===== src/rtl/jt51_opsched.sv =====
// Slot sequencer and modulation-source decoder for the FM operator pipeline.
// Optional test hooks (test_freeze input, wrap_cnt output) under `JT51_OPSCHED_TEST_EN.
module jt51_opsched #(
    parameter int CHW = 3,
    parameter int FBW = 3
) (
    input  logic             clk,
    input  logic             rst_n,
    input  logic             cen,
`ifdef JT51_OPSCHED_TEST_EN
    input  logic             test_freeze,
    output logic [7:0]       wrap_cnt,
`endif
    input  logic             wr_en,
    input  logic [CHW-1:0]   wr_ch,
    input  logic [2:0]       wr_con,
    input  logic [FBW-1:0]   wr_fb,
    output logic [CHW+1:0]   slot_cnt,
    output logic             zero,
    output logic             m1_enters,
    output logic             m2_enters,
    output logic             c1_enters,
    output logic             c2_enters,
    output logic [2:0]       con_I,
    output logic [FBW-1:0]   fb_II,
    output logic             use_prevprev1,
    output logic             use_prev1,
    output logic             use_prev2,
    output logic             use_internal_x,
    output logic             use_internal_y
);

    localparam int SW   = CHW + 2;
    localparam int NCH  = 1 << CHW;

    logic [2:0]     con_q [NCH];
    logic [2:0]     con_d [NCH];
    logic [FBW-1:0] fb_q  [NCH];
    logic [FBW-1:0] fb_d  [NCH];

    logic           start_q, start_d;
    logic [SW-1:0]  slot_cnt_q, slot_cnt_d;
    logic           zero_q, zero_d;
    logic [3:0]     enters_q, enters_d;
    logic [2:0]     con_i_q, con_i_d;
    logic [FBW-1:0] fb_i_q, fb_i_d;
    logic [FBW-1:0] fb_ii_q, fb_ii_d;
    logic [4:0]     use_q, use_d;

    logic           step;
    logic [SW-1:0]  slot_nxt;
    logic [1:0]     grp;
    logic [CHW-1:0] ch;
    logic [2:0]     con_rd;
    logic [7:0]     a;
    logic           m1, m2, c1, c2;

    // Per-channel CON/FB storage; writes land at the edge but the decode below
    // reads the pre-write value, so a same-edge write waits for the next visit.
    generate
        for (genvar gi = 0; gi < NCH; gi++) begin : g_chan
            always_comb begin
                con_d[gi] = con_q[gi];
                fb_d[gi]  = fb_q[gi];
                if (cen && wr_en && (wr_ch == CHW'(gi))) begin
                    con_d[gi] = wr_con;
                    fb_d[gi]  = wr_fb;
                end
            end

            always_ff @(posedge clk or negedge rst_n) begin
                if (!rst_n) begin
                    con_q[gi] <= '0;
                    fb_q[gi]  <= '0;
                end else begin
                    con_q[gi] <= con_d[gi];
                    fb_q[gi]  <= fb_d[gi];
                end
            end
        end
    endgenerate

    always_comb begin
`ifdef JT51_OPSCHED_TEST_EN
        step = cen & ~test_freeze;
`else
        step = cen;
`endif
        // The first advancing edge after reset loads slot 0 with a full decode.
        slot_nxt = start_q ? slot_cnt_q + SW'(1) : '0;
        grp      = slot_nxt[SW-1:SW-2];
        ch       = slot_nxt[CHW-1:0];
        con_rd   = con_q[ch];
        a        = 8'd1 << con_rd;
        m1       = (grp == 2'd0);
        m2       = (grp == 2'd1);
        c1       = (grp == 2'd2);
        c2       = (grp == 2'd3);

        start_d    = start_q;
        slot_cnt_d = slot_cnt_q;
        zero_d     = zero_q;
        enters_d   = enters_q;
        con_i_d    = con_i_q;
        fb_i_d     = fb_i_q;
        fb_ii_d    = fb_ii_q;
        use_d      = use_q;

        if (step) begin
            start_d    = 1'b1;
            slot_cnt_d = slot_nxt;
            zero_d     = (slot_nxt == '0);
            enters_d   = {c2, c1, m2, m1};
            con_i_d    = con_rd;
            fb_i_d     = m1 ? fb_q[ch] : '0;
            fb_ii_d    = fb_i_q;
            use_d[4]   = m1 | (m2 & a[5]);
            use_d[3]   = m1 | (m2 & a[1]) | (c1 & (a[0] | a[3] | a[4] | a[5] | a[6]))
                       | (c2 & (a[2] | a[5]));
            use_d[2]   = (m2 & (a[0] | a[1] | a[2])) | (c2 & a[3]);
            use_d[1]   = c2 & a[2];
            use_d[0]   = c2 & (a[0] | a[1] | a[3] | a[4]);
        end
    end

    always_ff @(posedge clk or negedge rst_n) begin
        if (!rst_n) begin
            start_q    <= 1'b0;
            slot_cnt_q <= '0;
            zero_q     <= 1'b1;
            enters_q   <= 4'b0001;
            con_i_q    <= '0;
            fb_i_q     <= '0;
            fb_ii_q    <= '0;
            use_q      <= '0;
        end else begin
            start_q    <= start_d;
            slot_cnt_q <= slot_cnt_d;
            zero_q     <= zero_d;
            enters_q   <= enters_d;
            con_i_q    <= con_i_d;
            fb_i_q     <= fb_i_d;
            fb_ii_q    <= fb_ii_d;
            use_q      <= use_d;
        end
    end

`ifdef JT51_OPSCHED_TEST_EN
    logic [7:0] wrap_cnt_q, wrap_cnt_d;

    always_comb begin
        wrap_cnt_d = wrap_cnt_q;
        if (step && start_q && (slot_cnt_q == '1) && (wrap_cnt_q != 8'hFF))
            wrap_cnt_d = wrap_cnt_q + 8'd1;
    end

    always_ff @(posedge clk or negedge rst_n) begin
        if (!rst_n)
            wrap_cnt_q <= '0;
        else
            wrap_cnt_q <= wrap_cnt_d;
    end

    assign wrap_cnt = wrap_cnt_q;
`endif

    assign slot_cnt       = slot_cnt_q;
    assign zero           = zero_q;
    assign m1_enters      = enters_q[0];
    assign m2_enters      = enters_q[1];
    assign c1_enters      = enters_q[2];
    assign c2_enters      = enters_q[3];
    assign con_I          = con_i_q;
    assign fb_II          = fb_ii_q;
    assign use_prevprev1  = use_q[4];
    assign use_prev1      = use_q[3];
    assign use_prev2      = use_q[2];
    assign use_internal_x = use_q[1];
    assign use_internal_y = use_q[0];

endmodule


===== config.mk =====
export PLATFORM = sky130hd
export DESIGN_NAME = jt51_opsched
export DESIGN_NICKNAME = d
export VERILOG_FILES = /design/src/rtl/jt51_opsched.sv
export SDC_FILE = /design/constraint.sdc
export NUM_CORES = 1
export LEC_CHECK = 0
export CAP_MARGIN = 40
export CORE_AREA = 2 2 84 86
export DETAILED_ROUTE_END_ITERATION = 8
export DIE_AREA = 0 0 86 88
export PLACE_DENSITY = 0.73
export SETUP_SLACK_MARGIN = 0.1
export SLEW_MARGIN = 20
export SYNTH_ARGS = -nofsm -noshare
export SYNTH_HDL_FRONTEND = slang
export SYNTH_SLANG_ARGS = --single-unit
export TNS_END_PERCENT = 100

===== constraint.sdc =====
create_clock -name clk -period 3.8 [get_ports clk]
set_input_delay 0.76 -clock clk [delete_from_list [all_inputs] [get_ports clk]]
set_output_delay 0.76 -clock clk [all_outputs]
set_load 0.01 [all_outputs]

==> key figures <==
Worst setup path
  – Crit-path max cell delay: about 0.42 ns
  – WP data arrival: between 2 and 3 ns
  – Cell family with the largest share of critical-path delay: compound AO/OA/AOI/OAI gates
  – Worst path bufs/invs: 0
  – Logic depth of the worst register-to-register path: 7
  – Critical path launch point type: flip-flop
  – Slowest library cell on the worst path: sky130_fd_sc_hd__dfrtp_1
  – Cells along the critical path: ha_1 > and2_0 > a21o_2 > o32a_4 > or2_4 > o311a_1 > o311ai_1
  – Setup crit end kind: flip-flop
  – Maximum fanout count along the critical path: 7
  – Worst Path Class, Setup: flip-flop to flip-flop
  – Required time at the endpoint of the critical path: 4.06 ns
  – Count of cell instances traversed by the critical path: 7

STA
  – Final setup violation count: 0
  – Setup repair after global routing missed its margin: no
  – Fin. Hold Viols: 0
  – Total Negative Setup Slacks: 0 ns
  – Worst clock skew: 0.0108 ns
  – Post-route minimum period: roughly 2.6 ns
  – Top achievable clock speed: approximately 390 MHz
  – Final Max Tran Viols: 0
  – Crit share post-route: between 60 and 70%
  – Tightest slew margin relative to the limit: roughly 45%
  – Pin slew with the least headroom to its limit: around 0.83 ns

Synthesis
  – Share of synthesized cell area in full adder, half adder and majority cells: 0.367%
  – Ys async rst share: 100%
  – Top flip-flop cell by instance count after synthesis: sky130_fd_sc_hd__dfrtp_1
  – Synthesized Nets: roughly 280
  – Main combinational cell family by area after synthesis: multiplexers
  – Synthesized area per cell: 12.9 sq um
  – Synth Instances: roughly 260
  – Leading area contributor after synthesis: sky130_fd_sc_hd__dfrtp_1
  – Xor and xnor fraction of the mapped netlist area: slightly above 2%
  – Number of enable-type register cells in the synthesized netlist: 0
  – Synthesis-stage register bit count: between 70 and 80
  – Most numerous cell in the Yosys netlist: sky130_fd_sc_hd__dfrtp_1
  – Top cells by instance count after synthesis: 71 x sky130_fd_sc_hd__dfrtp_1, 55 x sky130_fd_sc_hd__mux2_2, 16 x sky130_fd_sc_hd__inv_1
  – Sequential-to-total area share from yosys stat: approximately 54%
  – Share of cell area taken by muxes after synthesis: ~25%
  – Area share of the leading cell type in the synthesized netlist: between 50% and 60%
  – Unique masters post-synth: 48
  – Leading cell types by total area after synthesis: sky130_fd_sc_hd__dfrtp_1 52%, sky130_fd_sc_hd__mux2_2 18%, sky130_fd_sc_hd__mux2i_1 2.6%
  – Basic-gate share of the synthesized area counting and, or, nand and nor cells: roughly 7.8%
  – Syn Std Cell Area: roughly 3400 sq um
  – Syn. warnings: 0
  – Post-synthesis compound-gate area fraction: roughly 7.6%

GRT
  – Antenna violations before repair: 0
  – Total congestion overflow: 0
  – Pin count of the biggest net entering global routing: 42
  – Global-route usage over all layers: a little over a fifth
  – Wire length of the first global-routing pass: ~12 mm
  – Number of global-route vias before repair: ~2300

CTS
  – CTS Sinks: between 70 and 80
  – CTS tree: done
  – Number of hold buffers added after cts: 0
  – CTS Root Cell: sky130_fd_sc_hd__clkbuf_8
  – Setup Fix Bufs, Post-CTS: 0
  – TritonCTS Buffers: 9
  – Number of levels the H-tree was split into: 3
  – Buffer levels on the longest clock path: 2
  – Clock network latency to the later pin of the worst-skew pair: roughly 0.35 ns
  – Cells resized by post-CTS repair: 0
  – Post-CTS clock slew at the launch and capture registers of the worst setup and hold paths: 0.08 ns

Status
  – Status: completed

Cells and area
  – Share of the core filled with cells in the final layout: 61.1%
  – Nets@finish: around 320
  – Fraction of final layout cells with drive strength greater than 1: between 20% and 30%
  – Area growth from synthesis to final layout: 19.1%
  – Final antenna diode count: 0
  – Layout filler cell count: between 500 and 600

Route
  – Routed wirelength normalized by instance count: between 15 and 20 um
  – TritonRoute pass-1 iters: 4
  – Detailed-route wire length: a little over 7 mm
  – Number of violations reported at the end of detailed-routing iteration 0: 155
  – Antenna-violating nets left: 0
  – Total via count after detailed routing: 2257
  – Number of vias per cell: between 5 and 6
  – Remaining routing DRC violations: 0

Power
  – Power density of the placed cells: between 700 and 800 nW/um^2
  – Pleak: about 1.7 nW
  – Maximum vdd ir drop: between 0.2 and 0.25 mV

Floorplan
  – Die area: around 7600 sq um
  – Area inside the core boundary: ~6600 sq um
  – Die Wd: 86 um
  – Height of the die: ~88 um
  – Initial Util: roughly half
  – Ports placed on the boundary: 34
  – Std cell rows: 30

Place
  – Total half-perimeter wirelength after legalization and detailed placement: ~4.9 mm
  – Gp weighted congestion: roughly 0.84
  – Port Buffer Count: 33

Job
  – Max Cap Violations: 0

Worst hold path
  – Worst hold path type: input pin to async pin
final cells by class:
class	instances	area (sq um)	area share, %
Clock buffer	10	128	3.15
Clock inverter	6	115	2.84
Inverter	16	60.1	1.48
Multi-Input combinational cell	164	1450	35.6
Sequential cell	73	1830	45.1
Tap cell	80	100	2.47
Timing Repair Buffer	39	380	9.37
logic make-up after synthesis:
group,after synthesis
buffers and inverters,27
flip-flops,73
AND/OR/NAND/NOR,51
adder cells (fa/ha/maj),1
multiplexers,70
XOR/XNOR,7
AO/OA/AOI/OAI,35
routing by layer:
metal  global-route usage [%]  wire length, um
met3                     4.81              344
met1                     27.4             3240
met5                        0                0
met4                     9.52              167
met2                     33.1             3390
flip-flops by register name, indices dropped and copies added (netlist names):
signal	cells
con_I	3
enters_q	4
start_q	1
fb_i_q	3
use_q	5
fb_II	3
con_q	24
fb_q	24
zero	1
slot_cnt	5
path summary, 6_finish.rpt:
check | slack, ns | to | from
worst max-delay path | 1.21 | use_q[3] | slot_cnt[1]
worst min-delay path | 0.43 | enters_q[1] | rst_n
worst max register to register | 1.21 | use_q[3] | slot_cnt[1]
worst min register to register | 0.47 | enters_q[0] | enters_q[0]
max in group asynchronous | 2.76 | zero | rst_n
min in group clk | 0.47 | enters_q[0] | enters_q[0]
through the flow:
stage               setup slack, ns  power (W)  cell area, sq um  instances  hold WS (ns)
floorplan                      1.45    0.00190              3410        264         0.464
global placement               1.16    0.00230              3790        370         0.457
detailed placement             1.19    0.00232              3810        371         0.466
CTS                            1.19    0.00307              4050        387         0.435
global route                   1.14    0.00325              4060        388         0.466
finish                         1.21    0.00306              4060        388         0.427
power by group:
| part | internal (W) | leakage [nW] | switching [W] | total, W |
|---|---|---|---|---|
| logic | 0.000609 | 0.723 | 0.000583 | 0.00119 |
| clock network | 0.000440 | 0.117 | 0.000300 | 0.000740 |
| registers | 0.00100 | 0.902 | 0.000128 | 0.00113 |
| total | 0.00205 | 1.74 | 0.00101 | 0.00306 |
layout by cell type (no fill, tap or decap), types with 2 or more instances in the layout:
master	Yosys	routed
sky130_fd_sc_hd__mux4_1	2	2
sky130_fd_sc_hd__mux4_2	3	3
sky130_fd_sc_hd__mux2i_1	9	9
sky130_fd_sc_hd__nor2_1	12	12
sky130_fd_sc_hd__buf_4	0	4
sky130_fd_sc_hd__nand2_1	11	11
sky130_fd_sc_hd__xnor2_1	6	6
sky130_fd_sc_hd__clkdlybuf4s50_1	0	32
sky130_fd_sc_hd__a21oi_1	4	4
sky130_fd_sc_hd__inv_1	16	16
sky130_fd_sc_hd__dfstp_2	2	2
sky130_fd_sc_hd__nand3b_1	3	3
sky130_fd_sc_hd__or3_1	2	2
sky130_fd_sc_hd__buf_2	2	2
sky130_fd_sc_hd__nand2b_1	5	5
sky130_fd_sc_hd__bufinv_16	0	3
sky130_fd_sc_hd__o32ai_1	4	4
sky130_fd_sc_hd__o221ai_1	2	2
sky130_fd_sc_hd__mux2_2	55	55
sky130_fd_sc_hd__nand3_1	8	8
sky130_fd_sc_hd__o21ai_0	7	7
sky130_fd_sc_hd__o22ai_1	6	6
sky130_fd_sc_hd__clkbuf_8	2	9
sky130_fd_sc_hd__dfrtp_1	71	71
worst register-to-register path: cells and delay by family (launching register included):
family / cells / cell delay, ns
adder cells (fa/ha/maj): 1 / 0.40
AND/OR/NAND/NOR: 2 / 0.61
flip-flops: 1 / 0.42
AO/OA/AOI/OAI: 4 / 1.06
(Power assumes the default switching activity.)
